$ cat config.mk
export PLATFORM = sky130hd
export DESIGN_NAME = hazard_ctrl
export DESIGN_NICKNAME = d
export VERILOG_FILES = /design/src/rtl/hazard_ctrl_pkg.sv /design/src/rtl/hazard_ctrl_fwd_sel.sv /design/src/rtl/hazard_ctrl.sv
export SDC_FILE = /design/constraint.sdc
export NUM_CORES = 1
export LEC_CHECK = 0
export BUFFER_PORTS_ARGS = -buffer_cell sky130_fd_sc_hd__clkbuf_2
export CORE_MARGIN = 2
export CORE_UTILIZATION = 53
export DETAILED_ROUTE_END_ITERATION = 10
export PLACE_DENSITY = 0.91
export SETUP_SLACK_MARGIN = 0.02
export SYNTH_ARGS = -nofsm -noshare
export SYNTH_HDL_FRONTEND = slang
export SYNTH_SLANG_ARGS = --single-unit
export TNS_END_PERCENT = 50
$ cat constraint.sdc
create_clock -name clk -period 6.4 [get_ports clk]
set_clock_uncertainty 0.1 [all_clocks]
set_input_delay 1.28 -clock clk [delete_from_list [all_inputs] [get_ports clk]]
set_output_delay 1.28 -clock clk [all_outputs]
set_load 0.01 [all_outputs]
$ cat src/rtl/hazard_ctrl_pkg.sv
// Shared constants for the RV32I pipeline hazard controller.
package hazard_ctrl_pkg;

    typedef enum logic [1:0] {
        RUN   = 2'd0,
        LDUSE = 2'd1,
        REDIR = 2'd2,
        MWAIT = 2'd3
    } state_t;

    localparam logic [1:0] FWD_RF  = 2'b00;
    localparam logic [1:0] FWD_WB  = 2'b01;
    localparam logic [1:0] FWD_MEM = 2'b10;

endpackage

$ cat src/rtl/hazard_ctrl_fwd_sel.sv
// Forwarding select for one EX operand; the younger MEM result wins over WB.
module fwd_sel
    import hazard_ctrl_pkg::*;
#(
    parameter int REG_W = 5
) (
    input  logic [REG_W-1:0] rsE,
    input  logic [REG_W-1:0] rdM,
    input  logic [REG_W-1:0] rdW,
    input  logic             wen_rfM,
    input  logic             wen_rfW,
    output logic [1:0]       fwd
);

    always_comb begin
        fwd = FWD_RF;
        if (wen_rfM && (rdM != '0) && (rdM == rsE))
            fwd = FWD_MEM;
        else if (wen_rfW && (rdW != '0) && (rdW == rsE))
            fwd = FWD_WB;
    end

endmodule

$ cat src/rtl/hazard_ctrl.sv
// Stall/flush/forwarding control for the 5-stage core, with event FSM and
// saturating stall/flush performance counters.
module hazard_ctrl
    import hazard_ctrl_pkg::*;
#(
    parameter int CNT_W = 16,
    parameter int REG_W = 5
) (
    input  logic             clk,
    input  logic             rst_n,
    input  logic [REG_W-1:0] rs1D,
    input  logic [REG_W-1:0] rs2D,
    input  logic [REG_W-1:0] rs1E,
    input  logic [REG_W-1:0] rs2E,
    input  logic [REG_W-1:0] rdE,
    input  logic             wen_rfE,
    input  logic             loadE,
    input  logic             pc_srcE,
    input  logic [REG_W-1:0] rdM,
    input  logic [REG_W-1:0] rdW,
    input  logic             wen_rfM,
    input  logic             wen_rfW,
    input  logic             en_dmemM,
    input  logic             dmem_ready,
    input  logic             cnt_clr,
    output logic             stallF,
    output logic             stallD,
    output logic             stallE,
    output logic             stallM,
    output logic             flushD,
    output logic             flushE,
    output logic [1:0]       forwardAE,
    output logic [1:0]       forwardBE,
    output logic [1:0]       state_o,
    output logic [CNT_W-1:0] stall_cnt,
    output logic [CNT_W-1:0] flush_cnt
);

    state_t     state, next_state;
    logic       mem_wait, redirect, load_use;
    logic [1:0] fwd_a, fwd_b;

    assign mem_wait = en_dmemM & ~dmem_ready;
    assign redirect = pc_srcE;
    assign load_use = loadE & wen_rfE & (rdE != '0) & ((rdE == rs1D) | (rdE == rs2D));

    // A memory wait freezes EX, so any redirect/load-use there is retried later.
    always_comb begin
        stallF     = 1'b0;
        stallD     = 1'b0;
        stallE     = 1'b0;
        stallM     = 1'b0;
        flushD     = 1'b0;
        flushE     = 1'b0;
        next_state = RUN;
        if (mem_wait) begin
            stallF     = 1'b1;
            stallD     = 1'b1;
            stallE     = 1'b1;
            stallM     = 1'b1;
            next_state = MWAIT;
        end else if (redirect) begin
            flushD     = 1'b1;
            flushE     = 1'b1;
            next_state = REDIR;
        end else if (load_use) begin
            stallF     = 1'b1;
            stallD     = 1'b1;
            flushE     = 1'b1;
            next_state = LDUSE;
        end
        if (!rst_n) begin
            stallF = 1'b0;
            stallD = 1'b0;
            stallE = 1'b0;
            stallM = 1'b0;
            flushD = 1'b0;
            flushE = 1'b0;
        end
    end

    fwd_sel #(.REG_W(REG_W)) u_fwd_a (
        .rsE(rs1E), .rdM(rdM), .rdW(rdW),
        .wen_rfM(wen_rfM), .wen_rfW(wen_rfW), .fwd(fwd_a)
    );

    fwd_sel #(.REG_W(REG_W)) u_fwd_b (
        .rsE(rs2E), .rdM(rdM), .rdW(rdW),
        .wen_rfM(wen_rfM), .wen_rfW(wen_rfW), .fwd(fwd_b)
    );

    assign forwardAE = rst_n ? fwd_a : FWD_RF;
    assign forwardBE = rst_n ? fwd_b : FWD_RF;
    assign state_o   = state;

    always_ff @(posedge clk or negedge rst_n) begin
        if (!rst_n) state <= RUN;
        else        state <= next_state;
    end

    always_ff @(posedge clk or negedge rst_n) begin
        if (!rst_n) begin
            stall_cnt <= '0;
            flush_cnt <= '0;
        end else if (cnt_clr) begin
            stall_cnt <= '0;
            flush_cnt <= '0;
        end else begin
            if (stallF && (stall_cnt != '1)) stall_cnt <= stall_cnt + CNT_W'(1);
            if (flushE && (flush_cnt != '1)) flush_cnt <= flush_cnt + CNT_W'(1);
        end
    end

endmodule

==> impl_metrics.json <==
{
  "status": "completed",
  "async_flop_share_pct": 100,
  "initial_core_util_pct": 54.2,
  "io_pins": 89,
  "area_growth_pct": 23.5,
  "clkTransAtPathRegs_ps": 70,
  "hpwlAfterDp_microns": 4590,
  "maxSlewViolCount": 0,
  "synth-seq-cells": 34,
  "path_common_cell": "clkbuf_2",
  "cts_tree": "built",
  "core_area_sq_mm": 0.00429,
  "rows": 24,
  "diodes": 0,
  "die_x_microns": 70.3,
  "setup_violations": 0,
  "grt_max_degree": 42,
  "final_common_cell": "clkbuf_2",
  "cp_max_fo": 32,
  "numPortBuffers": 88,
  "setup_tns_ps": 0,
  "yosysTopAreaCellShare_pct": 36.6,
  "drc_errors": 0,
  "routed_wl_microns": 6000,
  "synthSimpleGateAreaFrac_pct": 27.0,
  "clock-sinks": 34,
  "max_clock_freq_ghz": 0.211,
  "cp_slowest_cell": "o31a_1",
  "syn-cell-area_sq_mm": 0.00233,
  "cts-root-buf": "clkbuf_8",
  "grtUsageTotal_pct": 25.2,
  "synth-edff-count": 0,
  "yosys.area.top_type": "dfrtp_1",
  "dr.pass1.iters": 4,
  "required_ps": 5020,
  "grt.overflow.total": 0,
  "hold_viol": 0,
  "synth_compound_area_share_pct": 17.2,
  "die-area_sq_mm": 0.00494,
  "ir_drop_mv": 0.110,
  "vias": 2357,
  "drt_iter0_drc": 178,
  "final_cell_mix": "88 x clkbuf_2, 34 x dfrtp_1, 24 x xor2_1, 22 x a21oi_1, 20 x or4_1",
  "ys_types": 41,
  "cp_slowest_stage_delay_ps": 850,
  "synthXorXnorAreaFrac_pct": 13.2,
  "clk_latency_ps": 290,
  "cp-end-kind": "primary output",
  "cellPowerDensity_mw_per_mm2": 169,
  "drive_gt1_share_pct": 30.5,
  "cts_max_path_buffers": 2,
  "path_cells": "clkbuf_2 -> or4_1 -> o211ai_2 -> o31a_1 -> inv_1 -> clkbuf_2",
  "grt_pass1_vias": 2342,
  "synth_area_leaders": "dfrtp_1 37%, xor2_1 9.0%, or4_1 6.5%",
  "rr_worst_depth": 6,
  "ys.flop_type": "dfrtp_1",
  "viasPerCell": 6.00,
  "rrSetupSlack_ps": 3840,
  "numCtsBuffers": 5,
  "syn-num-nets": 304,
  "synth_area_per_cell_sq_um": 9.06,
  "post_cts_resized": 0,
  "antenna_found_initial": 0,
  "ant_nets": 0,
  "rsz0062_at_grt": "false",
  "grt_pass1_wl_microns": 10100,
  "min_path_cells": 2,
  "cts_setup_buffers": 0,
  "worst_pin_slew_ps": 1020,
  "cp-start-kind": "input port",
  "ys_seq_area_share_pct": 36.6,
  "min-delay-start": "stall_cnt[9]",
  "synthCells": 257,
  "hold_path_end": "stall_cnt[9]",
  "wl_per_cell_microns": 15.3,
  "fillers": 356,
  "critPathArrivalTime_ps": 3350,
  "final_util_pct": 67.0,
  "r2r_end": "flush_cnt[13]",
  "synth.area.mux_share_pct": 0.914,
  "final.min_clock_period_ps": 4730,
  "crit_type": "in -> out",
  "htreeDepth": 2,
  "die_h_microns": 70.3,
  "r2r-start": "flush_cnt[7]",
  "holdBufCountCts": 0,
  "synthAdderAreaFrac_pct": 1.08,
  "holdCritPathClass": "reg -> reg",
  "leakage_nw": 1.32,
  "place_congestion": 0.894,
  "max_slew_margin_pct": 31.8,
  "cap_violations": 0,
  "nets": 387,
  "synth_top_family_by_area": "simple AND/OR/NAND/NOR gates",
  "finalCritPeriodShare_pct": 74.0,
  "yosysWarnings": 0
}
cell type report:
type                            instances  area, sq um  area share (%)
Clock buffer                            5         68.8            2.39
Clock inverter                          3         40.0            1.39
Inverter                                8         30.0            1.04
Multi-Input combinational cell        203         1380            48.0
Sequential cell                        34          851            29.6
Tap cell                               52         65.1            2.26
Timing Repair Buffer                   88          440            15.3
logic make-up (layout without fill, tap and decap cells):
kind of cell             Yosys count  after routing
flip-flops                        34             34
AO/OA/AOI/OAI                     60             60
XOR/XNOR                          35             35
multiplexers                       2              2
buffers and inverters             20            104
adder cells (fa/ha/maj)            2              2
AND/OR/NAND/NOR                  104            104
worst max-delay path, delay by kind of cell:
| family | cells | cell delay, ps |
|---|---|---|
| buf+inv | 3 | 410 |
| compound gates | 2 | 1100 |
| simple gates | 1 | 560 |
power by group:
part	switching, W	total, W	leakage [nW]	internal, W
sequential	0.00000160	0.000218	0.470	0.000216
combinational	0.0000423	0.0000701	0.795	0.0000278
clock	0.0000823	0.000197	0.0579	0.000115
total	0.000126	0.000485	1.32	0.000359
per-layer routing:
metal	track usage [%]	share of wire [%]	vias up
li1	-	-	1122
met2	45.5	53	79
met5	0	0	-
met3	6.49	5.3	12
met4	7.26	1.6	0
met1	29.2	40	1144
flip-flops by register name (all words and copies together), names as in the netlist:
register / flops
flush_cnt: 16
stall_cnt: 16
state_o: 2
cell usage after synthesis (6+ instances only):
library cell  number
a21oi_1           22
and3_1             6
dfrtp_1           34
inv_1              8
nand2_1           17
nand3_1            9
nor2_1            11
nor4_1            11
o21ai_0            8
o31ai_1           16
or3_1              7
or4_1             20
xnor2_1           11
xor2_1            24
through the flow:
step	hold WS (ps)	cell area (sq um)	setup slack, ps	std cells	power (W)
2_1_floorplan	481	2330	2210	257	0.000259
3_3_place_gp	447	2770	1770	385	0.000289
3_5_place_dp	473	2770	1720	385	0.000292
4_1_cts	485	2880	1710	393	0.000490
5_1_grt	496	2880	1470	393	0.000506
6_report	479	2880	1670	393	0.000485
worst max path at each step:
stage,start,endpoint,slack [ps],cells after the start
after floorplan,rdE[3],stallF,2210,7
after global placement,rdE[3],stallF,1770,6
after detailed placement,rdE[3],stallD,1720,6
after CTS,rdE[3],stallD,1710,6
after global routing,rst_n,stallD,1470,6
final,rdE[3],stallD,1670,6
Note: power is estimated with default switching activity, not from simulation.
